===== config.mk =====
export PLATFORM = sky130hd
export DESIGN_NAME = rv_instr_encoder
export DESIGN_NICKNAME = d
export VERILOG_FILES = /design/src/rtl/riscv_pkg.sv /design/src/rtl/rv_field_pack.sv /design/src/rtl/rv_instr_encoder.sv
export SDC_FILE = /design/constraint.sdc
export NUM_CORES = 1
export LEC_CHECK = 0
export ABC_AREA = 1
export CAP_MARGIN = 20
export CORE_MARGIN = 2
export CORE_UTILIZATION = 51
export DETAILED_ROUTE_END_ITERATION = 10
export GPL_ROUTABILITY_DRIVEN = 0
export HOLD_SLACK_MARGIN = 0.15
export PLACE_DENSITY_LB_ADDON = 0.25
export SLEW_MARGIN = 10
export SYNTH_ARGS = -nofsm -noshare
export SYNTH_HDL_FRONTEND = slang
export SYNTH_SLANG_ARGS = --single-unit

===== constraint.sdc =====
create_clock -name clk -period 6.1 [get_ports clk]
set_input_delay 0.61 -clock clk [delete_from_list [all_inputs] [get_ports clk]]
set_output_delay 0.61 -clock clk [all_outputs]
set_load 0.02 [all_outputs]

===== src/rtl/riscv_pkg.sv =====
`default_nettype none
// ============================================================================
// Module   : riscv_pkg
// Purpose  : RV32I opcode, format and funct constants shared by the encoder.
// Revision : 1.0 - initial release
// ============================================================================
package riscv_pkg;

  localparam logic [6:0] OP_R = 7'b0110011;
  localparam logic [6:0] OP_I = 7'b0010011;
  localparam logic [6:0] OP_S = 7'b0100011;
  localparam logic [6:0] OP_B = 7'b1100011;
  localparam logic [6:0] OP_U = 7'b0110111;
  localparam logic [6:0] OP_J = 7'b1101111;

  typedef enum logic [2:0] {
    FMT_R = 3'd0,
    FMT_I = 3'd1,
    FMT_S = 3'd2,
    FMT_B = 3'd3,
    FMT_U = 3'd4,
    FMT_J = 3'd5
  } fmt_e;

  localparam logic [2:0] F3_ADD_SUB = 3'b000;
  localparam logic [2:0] F3_SLL     = 3'b001;
  localparam logic [2:0] F3_SRL_SRA = 3'b101;

  localparam logic [6:0] F7_ADD         = 7'b0000000;
  localparam logic [6:0] F7_SUB         = 7'b0100000;
  localparam logic [6:0] F7_MUL         = 7'b0000001;
  localparam logic [6:0] F7_SHIFT_LOGIC = 7'b0000000;
  localparam logic [6:0] F7_SHIFT_ARITH = 7'b0100000;

  typedef enum logic [1:0] {
    ST_IDLE = 2'd0,
    ST_LOAD = 2'd1,
    ST_DONE = 2'd2
  } state_e;

endpackage
`default_nettype wire


===== src/rtl/rv_field_pack.sv =====
`default_nettype none
// ============================================================================
// Module   : rv_field_pack
// Purpose  : Combinational RV32I field packer with legality check.
//            Macro RV_ENC_MUL_EN makes R-format funct7=0000001 legal.
// Revision : 1.0 - initial release
// ============================================================================
module rv_field_pack
  import riscv_pkg::*;
(
  input  logic [2:0]  fmt,
  input  logic [2:0]  f3,
  input  logic [6:0]  f7,
  input  logic [4:0]  rd,
  input  logic [4:0]  rs1,
  input  logic [4:0]  rs2,
  input  logic [31:0] imm,
  output logic [31:0] word,
  output logic        illegal
);

`ifdef RV_ENC_MUL_EN
  localparam logic c_MUL_EN = 1'b1;
`else
  localparam logic c_MUL_EN = 1'b0;
`endif

  fmt_e w_fmt;
  logic w_fits12;
  logic w_fitsB;
  logic w_fitsJ;

  assign w_fmt    = fmt_e'(fmt);
  // Range checks: every bit above the field's sign bit must match it.
  assign w_fits12 = (&imm[31:11]) || ~(|imm[31:11]);
  assign w_fitsB  = (&imm[31:12]) || ~(|imm[31:12]);
  assign w_fitsJ  = (&imm[31:20]) || ~(|imm[31:20]);

  always_comb begin
    word    = '0;
    illegal = 1'b1;
    case (w_fmt)
      FMT_R: begin
        word    = {f7, rs2, rs1, f3, rd, OP_R};
        illegal = !((f7 == F7_ADD)
                 || (f7 == F7_SUB && (f3 == F3_ADD_SUB || f3 == F3_SRL_SRA))
                 || (c_MUL_EN && f7 == F7_MUL));
      end
      FMT_I: begin
        word    = {imm[11:0], rs1, f3, rd, OP_I};
        illegal = !w_fits12
               || (f3 == F3_SLL && imm[11:5] != F7_SHIFT_LOGIC)
               || (f3 == F3_SRL_SRA && imm[11:5] != F7_SHIFT_LOGIC
                                    && imm[11:5] != F7_SHIFT_ARITH);
      end
      FMT_S: begin
        word    = {imm[11:5], rs2, rs1, f3, imm[4:0], OP_S};
        illegal = !w_fits12;
      end
      FMT_B: begin
        word    = {imm[12], imm[10:5], rs2, rs1, f3, imm[4:1], imm[11], OP_B};
        illegal = !w_fitsB || imm[0];
      end
      FMT_U: begin
        word    = {imm[31:12], rd, OP_U};
        illegal = |imm[11:0];
      end
      FMT_J: begin
        word    = {imm[20], imm[10:1], imm[11], imm[19:12], rd, OP_J};
        illegal = !w_fitsJ || imm[0];
      end
      default: begin
        word    = '0;
        illegal = 1'b1;
      end
    endcase
  end

endmodule
`default_nettype wire


===== src/rtl/rv_instr_encoder.sv =====
`default_nettype none
// ============================================================================
// Module   : rv_instr_encoder
// Purpose  : Session-based RV32I encoder streaming words into instruction
//            memory. Optional macro RV_ENC_MUL_EN enables M-extension R-format.
// Revision : 1.0 - initial release
// ============================================================================
module rv_instr_encoder
  import riscv_pkg::*;
#(
  parameter int ADDR_W = 10,
  parameter int CNT_W  = ADDR_W + 1
) (
  input  logic              clk,
  input  logic              rst_n,
  input  logic              start,
  input  logic [ADDR_W-1:0] base_addr,
  input  logic [CNT_W-1:0]  count,
  input  logic              in_valid,
  output logic              in_ready,
  input  logic [2:0]        in_fmt,
  input  logic [2:0]        in_f3,
  input  logic [6:0]        in_f7,
  input  logic [4:0]        in_rd,
  input  logic [4:0]        in_rs1,
  input  logic [4:0]        in_rs2,
  input  logic [31:0]       in_imm,
  output logic              out_valid,
  input  logic              out_ready,
  output logic [ADDR_W-1:0] out_addr,
  output logic [31:0]       out_word,
  output logic              busy,
  output logic              done,
  output logic              err,
  output logic [7:0]        err_cnt
);

  state_e            r_state;
  logic [ADDR_W-1:0] r_addr;
  logic [ADDR_W-1:0] r_outAddr;
  logic [CNT_W-1:0]  r_remaining;
  logic              r_outValid;
  logic [31:0]       r_outWord;
  logic              r_done;
  logic              r_err;
  logic [7:0]        r_errCnt;

  logic [31:0]       w_word;
  logic              w_illegal;
  logic              w_inFire;
  logic              w_nextValid;
  logic [CNT_W-1:0]  w_nextRem;

  rv_field_pack u_pack (
    .fmt     (in_fmt),
    .f3      (in_f3),
    .f7      (in_f7),
    .rd      (in_rd),
    .rs1     (in_rs1),
    .rs2     (in_rs2),
    .imm     (in_imm),
    .word    (w_word),
    .illegal (w_illegal)
  );

  assign in_ready    = (r_state == ST_LOAD) && (r_remaining != '0)
                    && (!r_outValid || out_ready);
  assign w_inFire    = in_valid && in_ready;
  assign w_nextValid = (w_inFire && !w_illegal) || (r_outValid && !out_ready);
  assign w_nextRem   = r_remaining - CNT_W'(w_inFire);

  always_ff @(posedge clk or negedge rst_n) begin
    if (!rst_n) begin
      r_state     <= ST_IDLE;
      r_addr      <= '0;
      r_outAddr   <= '0;
      r_remaining <= '0;
      r_outValid  <= 1'b0;
      r_outWord   <= '0;
      r_done      <= 1'b0;
      r_err       <= 1'b0;
      r_errCnt    <= '0;
    end else begin
      r_done <= 1'b0;
      case (r_state)
        ST_IDLE: begin
          if (start) begin
            r_addr      <= base_addr;
            r_remaining <= count;
            r_err       <= 1'b0;
            r_errCnt    <= '0;
            r_state     <= ST_LOAD;
          end
        end
        ST_LOAD: begin
          r_outValid  <= w_nextValid;
          r_remaining <= w_nextRem;
          if (w_inFire) begin
            if (w_illegal) begin
              r_err <= 1'b1;
              if (r_errCnt != 8'hFF) r_errCnt <= r_errCnt + 8'd1;
            end else begin
              r_outWord <= w_word;
              r_outAddr <= r_addr;
              r_addr    <= r_addr + ADDR_W'(1);
            end
          end
          // Look ahead so done lands one cycle after the last handshake.
          if (w_nextRem == '0 && !w_nextValid) begin
            r_state <= ST_DONE;
            r_done  <= 1'b1;
          end
        end
        ST_DONE: r_state <= ST_IDLE;
        default: r_state <= ST_IDLE;
      endcase
    end
  end

  assign out_valid = r_outValid;
  assign out_addr  = r_outAddr;
  assign out_word  = r_outWord;
  assign busy      = (r_state != ST_IDLE);
  assign done      = r_done;
  assign err       = r_err;
  assign err_cnt   = r_errCnt;

endmodule
`default_nettype wire


Word level (Yosys, flattened, before mapping)
Cells that the tools add are included.
- output and inout bits: 55
- bits of input ports: 86
- logic and storage cells: 106
- register bits after elaboration: 76
- multiplexer cells: 22
- bitwise logic cells: 4
- eq/ne operators: 17
- $add $sub $neg: 3
- reduce and logical (&&, ||, !) cells: 51
- operator list (operator ; number):
    case mux 32 bit (6 select lines) ; 1
    two-way mux 8 bit ; 4
    two-way mux 10 bit ; 3
    OR reduction 12 bit ; 2
    case mux 11 bit (2 select lines) ; 1
    AND reduction 21 bit ; 1
    OR reduction 21 bit ; 1
    case mux 10 bit (2 select lines) ; 1
    AND reduction 20 bit ; 1
    OR reduction 20 bit ; 1
    case mux 8 bit (2 select lines) ; 1
    AND reduction 12 bit ; 1
    logical NOT 11 bit ; 1
    logical OR 1 bit ; 11
    two-way mux 11 bit ; 1
    nonzero test 11 bit ; 1
    subtractor 11 x 1 -> 11 bit ; 1
    adder 10 x 1 -> 10 bit (second input constant) ; 1
    logical AND 1 bit ; 10
    equality test 3 bit (second input constant) ; 3
    adder 8 x 1 -> 8 bit (second input constant) ; 1
    logical NOT 1 bit ; 8
    inequality test 2 bit (second input constant) ; 4
    inequality test 8 bit (second input constant) ; 1
    other kinds (21) ; 36

Depth between registers and ports, before layout
Gate-level depths: netlist (run 1).
- word-level depth: 14
- mapped depth: 19
- mapped depth without buffers: 19

Hierarchy
Synthesis (run 1) repeated with hierarchy kept, for this count alone.
- cell total of the unflattened synthesis: 772
- area, all modules: 5069.9 sq um
- modules (own cells, without submodules) (module ; times used ; cells an instance ; area each (sq um)):
    rv_instr_encoder ; 1 ; 511 ; 3926.3
    rv_field_pack ; 1 ; 261 ; 1143.6

Least setup slack after synthesis (run 1)
Ideal clock, no wire load.
- kind: input to register
- start point: in out_ready
- end point: reg r_state[0]
- path buffers: 0
- library setup time: 0.119 ns
- data required time: 5.981 ns
- data arrival time: 2.301 ns
- stages: 17
- path slack: 3.680 ns
- cell sequence: inv_1 > nand2_1 > inv_1 > nor2_2 > nand3_1 > inv_1 > ha_1 > ha_1 > nand3_1 > nor2_1 > xor2_1 > nor2b_1 > nand2_1 > nor2_1 > nand2_1 > nand2_1 > nand2_1
- cells in the longest elaborated chain, start to end: 9
- elaborated cells between the ends (all ways): 13
- ends and longest elaborated chain (what ; line ; text):
    start: declaration ; rv_instr_encoder.sv:29 ; input logic out_ready,
    parallel branches: the longest is 6 deep, another holds subtractor 11 x 1 -> 11 bit ; - ;
    logical AND 1 bit * ; rv_instr_encoder.sv:109 ; if (w_nextRem == '0 && !w_nextValid) begin
    inequality test 2 x 1 -> 1 bit (no line) * ; - ;
    AND reduction 2 bit (no line) * ; - ;
    end signal: assignment ; rv_instr_encoder.sv:110 ; r_state <= ST_DONE;
    end signal: assignment ; rv_instr_encoder.sv:114 ; ST_DONE: r_state <= ST_IDLE;
    end signal: assignment ; rv_instr_encoder.sv:115 ; default: r_state <= ST_IDLE;
    end: declaration ; rv_instr_encoder.sv:38 ; state_e r_state;
Every way passes the cells marked *.
A chain may end at the register's enable or synchronous reset.

Worst setup path in the final report (run 1)
- start point: reg r_state[0]
- end point: reg r_state[0]
- cells in the longest elaborated chain, start to end: 10
- elaborated cells between the ends (all ways): 15
- ends and longest elaborated chain (what ; line ; text):
    start signal: assignment ; rv_instr_encoder.sv:74 ; r_state <= ST_IDLE;
    start signal: assignment ; rv_instr_encoder.sv:92 ; r_state <= ST_LOAD;
    start signal: assignment ; rv_instr_encoder.sv:110 ;
    parallel branches: the longest is 10 deep, another holds subtractor 11 x 1 -> 11 bit ; - ;
Parallel ways; which one is timed is not known.

==> run summary, run 1 <==
The post-synthesis sequential area ratio came out at 41.7%. The repair_antennas step left the layout with diodes totalling 0. The clock reaches the later pin of the worst-skew pair after 0.36 ns. The initial detailed-routing violation count is 351. STA classifies the critical path startpoint as a flop. The register-to-register setup slack is 2.33 ns. The total track usage came out at 28.0%. The first-pass iteration count of the detailed router is 5.

For this run the aggregate overflow at the end of global routing stands at 0. The power per unit of standard cell area is 380 nW/um^2. The fraction of synthesis flops using an asynchronous set or reset pin is 100%. The most used flip-flop cell after synthesis is sky130_fd_sc_hd__dfrtp_1.

The worst hold-check slack came out at 0.385 ns. The type of the tightest min-delay check is input pin to asynchronous set/reset pin. The average cell area after synthesis is 7.03 um^2. The buffering stage count on the worst path with inverters included came out at 3.

The setup TNS came out at 0 ns. Grouping stages by cell kind, the critical path spends the most delay in simple AND/OR/NAND/NOR gates. The floorplan core area is between 8000 and 9000 um^2. The worst reg2reg path startpoint is r_state[0]. The worst-case clock buffer depth came out at 2. The CTS sink count is 75.

Traced cell by cell, the critical path runs through inv_2 -> nor2_2 -> inv_2 -> nor2_2 -> nand3_1 -> inv_1 -> ha_1 -> ha_1 -> nand3_1 -> nor2_1 -> xor2_1 -> nor2b_1 -> nand2_1 -> nor2_1 -> nand2_1 -> nand2_1 -> nand2_1. The most numerous cell type found on the critical path is sky130_fd_sc_hd__nand2_1. The number of global-route vias before repair came out at 4,727. The total number of placement rows is 34.

The master of the slowest instance on the critical path is sky130_fd_sc_hd__nor2_2. The HPWL after detailed placement came out at 9.80 mm. The top-level port count is 141.

The number of buffers inserted by port buffering is 140. In this run the number of cells on the critical path is 17. The total wire length came out at 13.1 mm. For the worst setup path, the data required time is 6.34 ns.

The H-tree generated during clock tree synthesis spans 3 levels. Clock-pin slew was measured on the worst setup and hold paths at 0.08 ns. Synthesis inferred 75 register bits. The effective utilization at floorplan came out at 52.1%. The total DRC errors in the routed layout is 0. For the pin with the worst max-slew slack, the measured transition is 0.955 ns. The count of cells resized by post-cts repair came out at 0. The clock period minus worst slack is roughly 3.8 ns. The max-slew violation count came out at 0. The via count is between 4,000 and 5,000. The tightest slew margin relative to the limit came out at between 30 and 40%.

The end-of-flow core utilization came out at 70.7%. The critical path starts at r_state[0]. Dividing the detail-routed wire length by the instance count gives 14.8 um.

In this design, the stage delay of the slowest critical-path cell is about 0.66 ns. The first global-routing pass estimated 21.9 mm of wire. The worst ir drop on vdd is 233 uV.

The worst-case reg-to-reg path depth is 17. The overall die height is 97.9 um. The tree is rooted in a sky130_fd_sc_hd__clkbuf_8. The power consumption came out at 2.32 mW. The chip width is 97.9 um.

TritonCTS built the clock tree. The number of distinct library cell variants in the gate-level netlist after synthesis is 41. The critical path ends at r_state[0]. The number of warning messages in the yosys log came out at 0. The reg-to-reg endpoint is r_state[0]. The final worst clock skew is 0.0100 ns. The number of synthesized flops with an enable pin came out at 0.

Buffers inserted to repair hold after CTS numbered 0. Counting the buffers created by CTS gives 9. Buffers added to address setup during post-CTS repair amount to 0. The critical-path maximum fanout came out at 34.

The initial antenna violation count is 0. The count of nets after finishing came out at 862. The growth of design area from synthesis to finish came out at 35.8%. The ratio of cells with drive above 1 in the final layout came out at under 10%. The worst setup path is captured at a flop. Setup violations remaining at the end of the flow were counted as 0. The tool flagged a number of max-cap violations equal to 0. The critical path is of the flop to flop type. The leakage power is 2.93 nW.

The via density per instance is 5.47. The flow ran to the end, and the final reports show no timing, DRC or antenna violations. The highest clock frequency the design can meet came out at 0.265 GHz. Setup repair after global routing left no endpoint under its margin. The endpoint arrival time on the critical path is around 4 ns. The final cycle utilization of the critical path is 61.8%. The antenna violation net count after detailed routing came out at 0. The area of the mapped netlist is ~4500 um^2.

The largest net degree at the start of global routing came out at 76. The count of mapped cells out of synthesis came out at 640. The number of hold violations in the final report was 0.

The die covers about 9600 um^2. The net count after synthesis came out at 730.
routing by layer:
| layer | up-vias | GRT usage, % | share of wire [%] |
|---|---|---|---|
| li1 | 2339 | - | - |
| met1 | 2242 | 36.6 | 42 |
| met2 | 217 | 46.2 | 49 |
| met3 | 40 | 4.94 | 6.6 |
| met4 | 0 | 11.4 | 3.1 |
| met5 | - | 0 | 0 |
cells in the final DEF, fill, tap and decap left out, drive strengths merged, types with 7 or more instances in the layout:
cell type / n
a21oi: 8
a22oi: 7
clkbuf: 9
clkdlybuf4s50: 139
dfrtp: 75
inv: 66
nand2: 223
nand3: 36
nand4: 15
nor2: 87
o21ai: 55
xor2: 10
worst min-delay path by stage:
stage	startpoint	to	slack, ns	cells past startpoint
final	rst_n	r_remaining[4]	0.39	1
after floorplan	rst_n	done	0.31	0
after global placement	out_word[13]	out_word[13]	0.47	2
after global routing	rst_n	r_addr[9]	0.48	1
after detailed placement	out_word[10]	out_word[10]	0.47	2
after CTS	rst_n	r_addr[9]	0.44	1
power breakdown:
part / internal (mW) / switching (mW) / total (mW)
Sequential: 0.690 / 0.165 / 0.855
Clock: 0.154 / 0.214 / 0.368
Combinational: 0.475 / 0.625 / 1.10
sequential cells by signal (all words and copies together), names as in the netlist:
name         count
out_addr        10
r_addr          10
err_cnt          8
done             1
err              1
r_state          2
out_valid        1
r_remaining     11
out_word        31
metrics by stage:
step           instances  instance area [um^2]  setup WS (ns)
2_1_floorplan        640                  4500           3.68
3_3_place_gp         869                  5930           2.65
3_5_place_dp         869                  5930           2.45
4_1_cts              885                  6110           2.41
5_1_grt              885                  6110           1.92
6_report             885                  6110           2.33
kinds of logic after synthesis:
logic type | count (synthesis) | share of synthesized area, %
AO/OA/AOI/OAI | 93 | 12.3
XOR/XNOR | 12 | 2.34
adder cells (fa/ha/maj) | 4 | 1.11
buffers and inverters | 81 | 7.54
flip-flops | 75 | 41.7
AND/OR/NAND/NOR | 375 | 35.0
cell type report:
cell class | instances | area [um^2]
Tap cell | 108 | 135
Clock buffer | 9 | 124
Inverter | 62 | 233
Clock inverter | 7 | 57.6
Fill cell | 682 | 2530
Sequential cell | 75 | 1880
Multi-Input combinational cell | 484 | 2280
Timing Repair Buffer | 140 | 1400
Yosys cell counts, types with 7 or more instances:
library cell	count	area, um^2
sky130_fd_sc_hd__o21ai_1	12	60.1
sky130_fd_sc_hd__nor2_1	82	308
sky130_fd_sc_hd__a21oi_1	8	40.0
sky130_fd_sc_hd__nand3_1	33	165
sky130_fd_sc_hd__dfrtp_1	75	1880
sky130_fd_sc_hd__a22oi_1	7	52.6
sky130_fd_sc_hd__inv_2	7	26.3
sky130_fd_sc_hd__nand4_1	15	93.8
sky130_fd_sc_hd__inv_1	55	206
sky130_fd_sc_hd__xor2_1	10	87.6
sky130_fd_sc_hd__nand2_1	217	815
sky130_fd_sc_hd__o21ai_0	43	215
Power figures use the tool's default switching activity.
==> run 2: changes to the inputs <==
Settings changed: CORE_UTILIZATION 51 to 47.
Clock period 6.1 ns to 3.5 ns, I/O delays scaled along.
==> run 2 against run 1 <==
Against the previous run: via count up 1.6%; utilization down 3.9 points; first-iteration DRC count up 0.85%; design area up 1.6%; clock power up 100%; global-route usage down 1.3 points; register-to-register slack worse by 1.5 ns.
==> run summary, run 2 (synthesis gave the netlist of run 1 again) <==
The repair_antennas step left the layout with diodes totalling 0. The register-to-register setup slack came out at 0.86 ns. The relative contribution of the clock network to total power is between 10% and 20%. The effective utilization at floorplan is about half. The overflow left after global routing is 0. The max-slew violation count is 0.

The transition time at the pin with the least slew margin is 0.938 ns. Across the VDD grid, the largest voltage drop is around 480 uV. The flow ran to the end, and the final reports show no timing, DRC or antenna violations.

The power per unit of standard cell area came out at 674 nW/um^2. The critical-path maximum fanout came out at 4. Net switching is 41.0% of the power. The cell-internal power came out at 2.47 mW.

Setup repair after global routing left no endpoint under its margin. The floorplan core area is 9280 um^2. The number of buffers created by CTS came out at 9.

The first-pass iteration count of the detailed router came out at 5. After clock tree synthesis, the setup repair step added 0 buffers. Tracing the worst setup path back leads to its startpoint at r_remaining[9]. The filler cell count is 819. The register with the most flip-flops in the layout has 31 of them. The setup TNS came out at 0 ns. Detailed routing inserted a total of 4,915 vias. The ratio of cells with drive above 1 in the final layout is 5.51%. Leaving out fill and tap cells, the most frequent cell in the layout is sky130_fd_sc_hd__nand2_1. The first-pass GRT wire length came out at around 22 mm. The multi-input logic area came out at 2280 um^2.

The worst setup path is of the flop to flop kind. For the final database, setup skew stands at 0.0111 ns. The die is around 100 um wide. For this run, design rule violations remaining after detail routing come to 0. The share of power burned in registers is between 30% and 40%. The initial antenna violation count came out at 0. During placement, the flow inserted port buffers numbering 140. The clock edge transition at the registers on the reported setup and hold paths is roughly 0.08 ns. The worst-case reg-to-reg path depth came out at 17. The clock period minus worst slack came out at 2.64 ns. The logic gate share of total power came out at between 40% and 50%. The HPWL after detailed placement is 10.0 mm. At the worst endpoint, the arrival time is 2.88 ns. No sink is reached through more buffers than the 2 on the longest clock path. The final cycle utilization of the critical path came out at 75.4%. The total track usage came out at between 20% and 30%. In this run the remaining antenna-violating nets after routing total 0.

The clock latency reported for the late side of the worst-skew pair is 0.34 ns. The CTS sink count is 75. The worst register-to-register path ends at r_state[0]. The reported net switching power came out at 1.72 mW. The worst setup path is launched from a flop.

After detailed routing, the number of vias per cell comes to 5.40. STA classifies the critical path endpoint as a flop. The required time of the critical path is about 3.7 ns. The overall die height came out at between 100 and 150 um. After the first detailed-routing iteration, the DRC count stood at 354.

In this run the critical register-to-register path is launched from r_remaining[9]. The clock tree from TritonCTS is done. The count of cells resized by post-cts repair is 0. The growth of design area from synthesis to finish is 38.0%. Entering global routing, the biggest net connects 76 pins. The number of hold violations in the final report came out at 0. The path class of the tightest hold or removal check is input pin to asynchronous set/reset pin. In the layout the commonest cells are sky130_fd_sc_hd__nand2_1, sky130_fd_sc_hd__clkdlybuf4s50_1, sky130_fd_sc_hd__nor2_1. The number of max-cap violations came out at 0. Headroom to the max-slew limit came out at between 30 and 40%.

The analysis attributes to cell leakage a power of 2.97 nW. The floorplan step defined a die boundary enclosing 10,400 um^2. Registers take between 1500 and 2000 um^2. 141 I/O pins were placed. The root buffer cell is sky130_fd_sc_hd__clkbuf_8.

Timing would allow up to between 0.3 and 0.4 GHz. Dividing the detail-routed wire length by the instance count gives 14.7 um. The end-of-flow core utilization is 66.8%.

The depth of the CTS H-tree is 3. The number of global-route vias before repair is approximately 4,700. The count of nets after finishing is 867. The number of hold buffers added after CTS came out at 0.

The total number of placement rows is 35. The total wire length came out at 13.4 mm. The total setup violations reported at the end of the flow came out at 0. Across all hold checks on the routed design, the worst slack comes to around 0.14 ns.
run 2: changes by cell type in the layout (fill, tap and decap cells not counted), sizes merged:
cell / before / now
buf: 1 / 6
bufinv: 0 / 2
clkbuf: 9 / 11
clkinv: 1 / 0
inv: 66 / 62
run 2: metrics by stage:
| step | instance area, um^2 | std cells | power [mW] | setup slack [ns] |
|---|---|---|---|---|
| finish | 6210 | 910 | 4.18 | 0.859 |
| global route | 6210 | 910 | 4.47 | 0.567 |
| CTS | 6210 | 910 | 4.19 | 0.899 |
| detailed placement | 5990 | 895 | 3.42 | 0.576 |
| global placement | 5990 | 895 | 3.37 | 0.693 |
| floorplan | 4500 | 640 | 2.57 | 1.19 |
run 2: power by group through the flow:
stage,logic [mW],clock network (mW),registers (mW)
2_1_floorplan,0.870,0,1.70
3_3_place_gp,1.88,0,1.48
3_5_place_dp,1.94,0,1.48
4_1_cts,1.95,0.757,1.48
5_1_grt,2.15,0.795,1.53
6_report,1.95,0.746,1.49
run 2: routing by layer:
layer	vias up	part of all wire, %	global-route usage (%)
met3	37	8.2	4.92
met2	251	46	41.0
met5	-	0	0
met1	2283	44	38.1
li1	2344	-	-
met4	0	2.4	9.03
run 2: area by class of cell:
class / count / share of cell area (%)
clock buffers: 11 / 2.28
clock inverters: 4 / 1.21
inverters: 62 / 3.75
multi-input cells: 484 / 36.8
flip-flops and latches: 75 / 30.2
well taps: 129 / 2.60
repair buffers: 145 / 23.1
run 2: critical path, cell delays in order (launching register included):
cell and delay (ns):
sky130_fd_sc_hd__dfrtp_1 0.42, sky130_fd_sc_hd__nor2_1 0.18, sky130_fd_sc_hd__nand2_1 0.07, sky130_fd_sc_hd__nor3_1 0.20, sky130_fd_sc_hd__nand2_1 0.08, sky130_fd_sc_hd__nand3_1 0.10
sky130_fd_sc_hd__inv_1 0.09, sky130_fd_sc_hd__ha_1 0.23, sky130_fd_sc_hd__ha_1 0.24, sky130_fd_sc_hd__xor2_1 0.18, sky130_fd_sc_hd__nor2_1 0.12, sky130_fd_sc_hd__nand2_1 0.07
sky130_fd_sc_hd__nor3_1 0.16, sky130_fd_sc_hd__nand2_1 0.08, sky130_fd_sc_hd__nor2_1 0.10, sky130_fd_sc_hd__nand2_1 0.09, sky130_fd_sc_hd__nand2_1 0.08, sky130_fd_sc_hd__nand2_1 0.04
run 2: how the worst max path moves through the flow:
stage / end / slack (ns)
after global routing: r_state[0] / 0.57
after detailed placement: r_state[0] / 0.58
after CTS: r_state[0] / 0.90
after global placement: out_word[31] / 0.69
after floorplan: r_state[0] / 1.19
final: r_state[0] / 0.86
==> patch, RTL diff (settings of run 2) <==
`ADDR_W`: 10 -> 12.
--- a/src/rtl/rv_instr_encoder.sv
+++ b/src/rtl/rv_instr_encoder.sv
@@ -10,3 +10,3 @@
 #(
-  parameter int ADDR_W = 10,
+  parameter int ADDR_W = 12,
   parameter int CNT_W  = ADDR_W + 1
Interface: changed (resized base_addr, count and out_addr); port bits go from 141 to 147. The function was not compared with the original's and may differ.
==> patch against run 2 <==
Final area increased by 7.0%. Global-route usage is 0.80 points lower. Total power increased by 3.8%. Routed wire length is 5.7% higher. Die area grew 7.0%. Synthesized area rose by 7.3%. Worst setup slack got worse by 0.20 ns. Sequential cell count is 6 higher. Critical path depth grew 3. Non-clock buffer count up 6. Cell count up 6.9%.
==> patch: results (changes against run 2) <==
The maximum VDD drop is 0.000346 V (-28%). The yosys synthesis warning count is 0 (unchanged), and the maximum fanout encountered on the critical timing path is 6 (+2). The tools report the post-synthesis net count as 789 (+8.1%).

The logs give 23,300 µm (+5.8%) for the first-pass GRT wire length and 0.66 ns (-0.20 ns) for the worst reg-to-reg setup slack. The tools report the maximum count of clock buffers along a single path as 2 (unchanged). For the clock latency at the later pin of the worst-skew pair, the log shows 0.36 ns (+0.02 ns).

Sorting the synthesized cells by area gives the leading types as sky130_fd_sc_hd__dfrtp_1 42%, sky130_fd_sc_hd__nand2_1 19%, sky130_fd_sc_hd__nor2_1 6.7%. The number of global-route vias before repair was 5,074 (+7.7%); the half-perimeter wire length of the detailed placement result was 10,500 µm (+4.0%). The logs give 0.0118 ns (+0.000740 ns) for the worst clock skew and 854 (+4.3%) for the fill cell total of the finished layout. Pin count of the biggest net entering global routing: 82 (+7.9%).

sky130_fd_sc_hd__dfrtp_1 takes more of the synthesized area than any other cell. The fraction of final layout cells sized beyond drive strength 1 came out at 4.76% (-0.74 points). Initial antenna violation count: 0 (unchanged).

For the arrival time of data at the critical path endpoint, the log shows 3.07 ns (+0.19 ns). The logs give 0.487 ns (+0.346 ns) for the worst-case hold slack and 929 (+7.2%) for the final-stage net count. The number of different library cells in the post-synthesis netlist is 38 (-7.3%). The async set or reset register ratio after synthesis is 100% (unchanged). The measured slew at the worst slew-check pin is 0.866 ns (-0.0715 ns). The endpoint identified for the worst register-to-register timing path is r_state[0].

The run finished with clean final reports. The number of I/O port buffers was 146 (+4.3%). Sorting the synthesized cells by how often they occur yields 246 x sky130_fd_sc_hd__nand2_1, 86 x sky130_fd_sc_hd__nor2_1, 81 x sky130_fd_sc_hd__dfrtp_1. The number of buffers inserted to repair setup after CTS is 0 (unchanged), and the logic depth of the worst register-to-register path is 20 (+3).

Sequential share of the synthesized area: 42.0% (+0.27 points). The average wire per cell in the routed design was 14.6 µm (-1.1%); the clock-pin slew on the worst setup and hold paths was 0.09 ns. The final number of max-transition violations is 0 (unchanged), and the number of H-tree levels is 3 (unchanged). The total global routing track utilization is 25.9% (-0.80 points), and the total iterations of the first detailed-routing run is 5 (unchanged). The static leakage power is 3.19 nW (+7.6%). The detailed-route via count came out at 5,172 (+5.2%).

In this run the critical register-to-register path is launched from r_remaining[5]. The run gives 272 (-23%) as the number of design-rule violations left by the first detailed-router iteration. For the number of resized instances in the post-cts repair step, the log shows 0 (unchanged).
## patch: worst max-delay path by stage
stage	from	endpoint	depth (start not counted)
2_1_floorplan	out_valid	r_state[0]	18
3_3_place_gp	in_fmt[1]	out_word[1]	12
3_5_place_dp	out_ready	r_state[0]	18
4_1_cts	r_remaining[5]	r_state[0]	20
5_1_grt	r_remaining[5]	r_state[0]	20
6_report	r_remaining[5]	r_state[0]	20
## patch: layer usage
metal / track usage (%) / part of all wire [%] / vias up
li1: - / - / 2525
met1: 33.3 / 42 / 2370
met2: 43.2 / 46 / 244
met3: 5.26 / 8.9 / 33
met4: 8.95 / 2.5 / 0
met5: 0 / 0 / -
## patch: power by group
part	switching (mW)	leakage, nW	total (mW)	internal (mW)
Combinational	1.09	2.05	1.93	0.841
Sequential	0.284	1.03	1.57	1.28
Clock	0.368	0.117	0.847	0.478
## patch: cell families (layout without fill, tap and decap cells)
group / Yosys count / after routing / synth area share [%]
buf+inv: 93 / 238 / 8.01
simple gates: 408 / 408 / 35.3
xor+xnor: 12 / 12 / 2.18
compound gates: 97 / 97 / 11.5
fa+ha+maj: 4 / 4 / 1.04
flops: 81 / 81 / 42.0
## patch: critical path: stages, from the launching register on
cell and delay [ns]:
sky130_fd_sc_hd__dfrtp_1 0.42, sky130_fd_sc_hd__nor2_1 0.15, sky130_fd_sc_hd__nand2_1 0.11, sky130_fd_sc_hd__nor2_1 0.19, sky130_fd_sc_hd__nand3_1 0.10, sky130_fd_sc_hd__nand2_1 0.08, sky130_fd_sc_hd__inv_2 0.04, sky130_fd_sc_hd__nand2_1 0.09
sky130_fd_sc_hd__inv_2 0.07, sky130_fd_sc_hd__ha_1 0.23, sky130_fd_sc_hd__ha_1 0.23, sky130_fd_sc_hd__nand2_1 0.19, sky130_fd_sc_hd__nor2_1 0.10, sky130_fd_sc_hd__nand2_1 0.07, sky130_fd_sc_hd__nand2_1 0.07, sky130_fd_sc_hd__inv_1 0.06
sky130_fd_sc_hd__nand3_1 0.07, sky130_fd_sc_hd__nor2_1 0.10, sky130_fd_sc_hd__nand4_1 0.15, sky130_fd_sc_hd__nor2_1 0.16, sky130_fd_sc_hd__nor2_1 0.05
## patch: cell type report
cell class,instances,area (µm²),area share [%]
clock buffers,10,128,1.92
clock inverters,6,115,1.73
inverters,71,269,4.05
multi-input cells,521,2410,36.4
flip-flops and latches,81,2030,30.5
well taps,133,166,2.51
repair buffers,151,1520,22.9
## patch: stage by stage
step / cells / area (µm²) / setup WS [ns] / util (%)
2_1_floorplan: 695 / 4830 / 1.10 / -
3_3_place_gp: 955 / 6360 / 0.657 / 64.4
3_5_place_dp: 955 / 6360 / 0.563 / 64.4
4_1_cts: 971 / 6600 / 0.687 / 66.9
5_1_grt: 973 / 6640 / 0.344 / 67.3
6_report: 973 / 6640 / 0.658 / 67.3
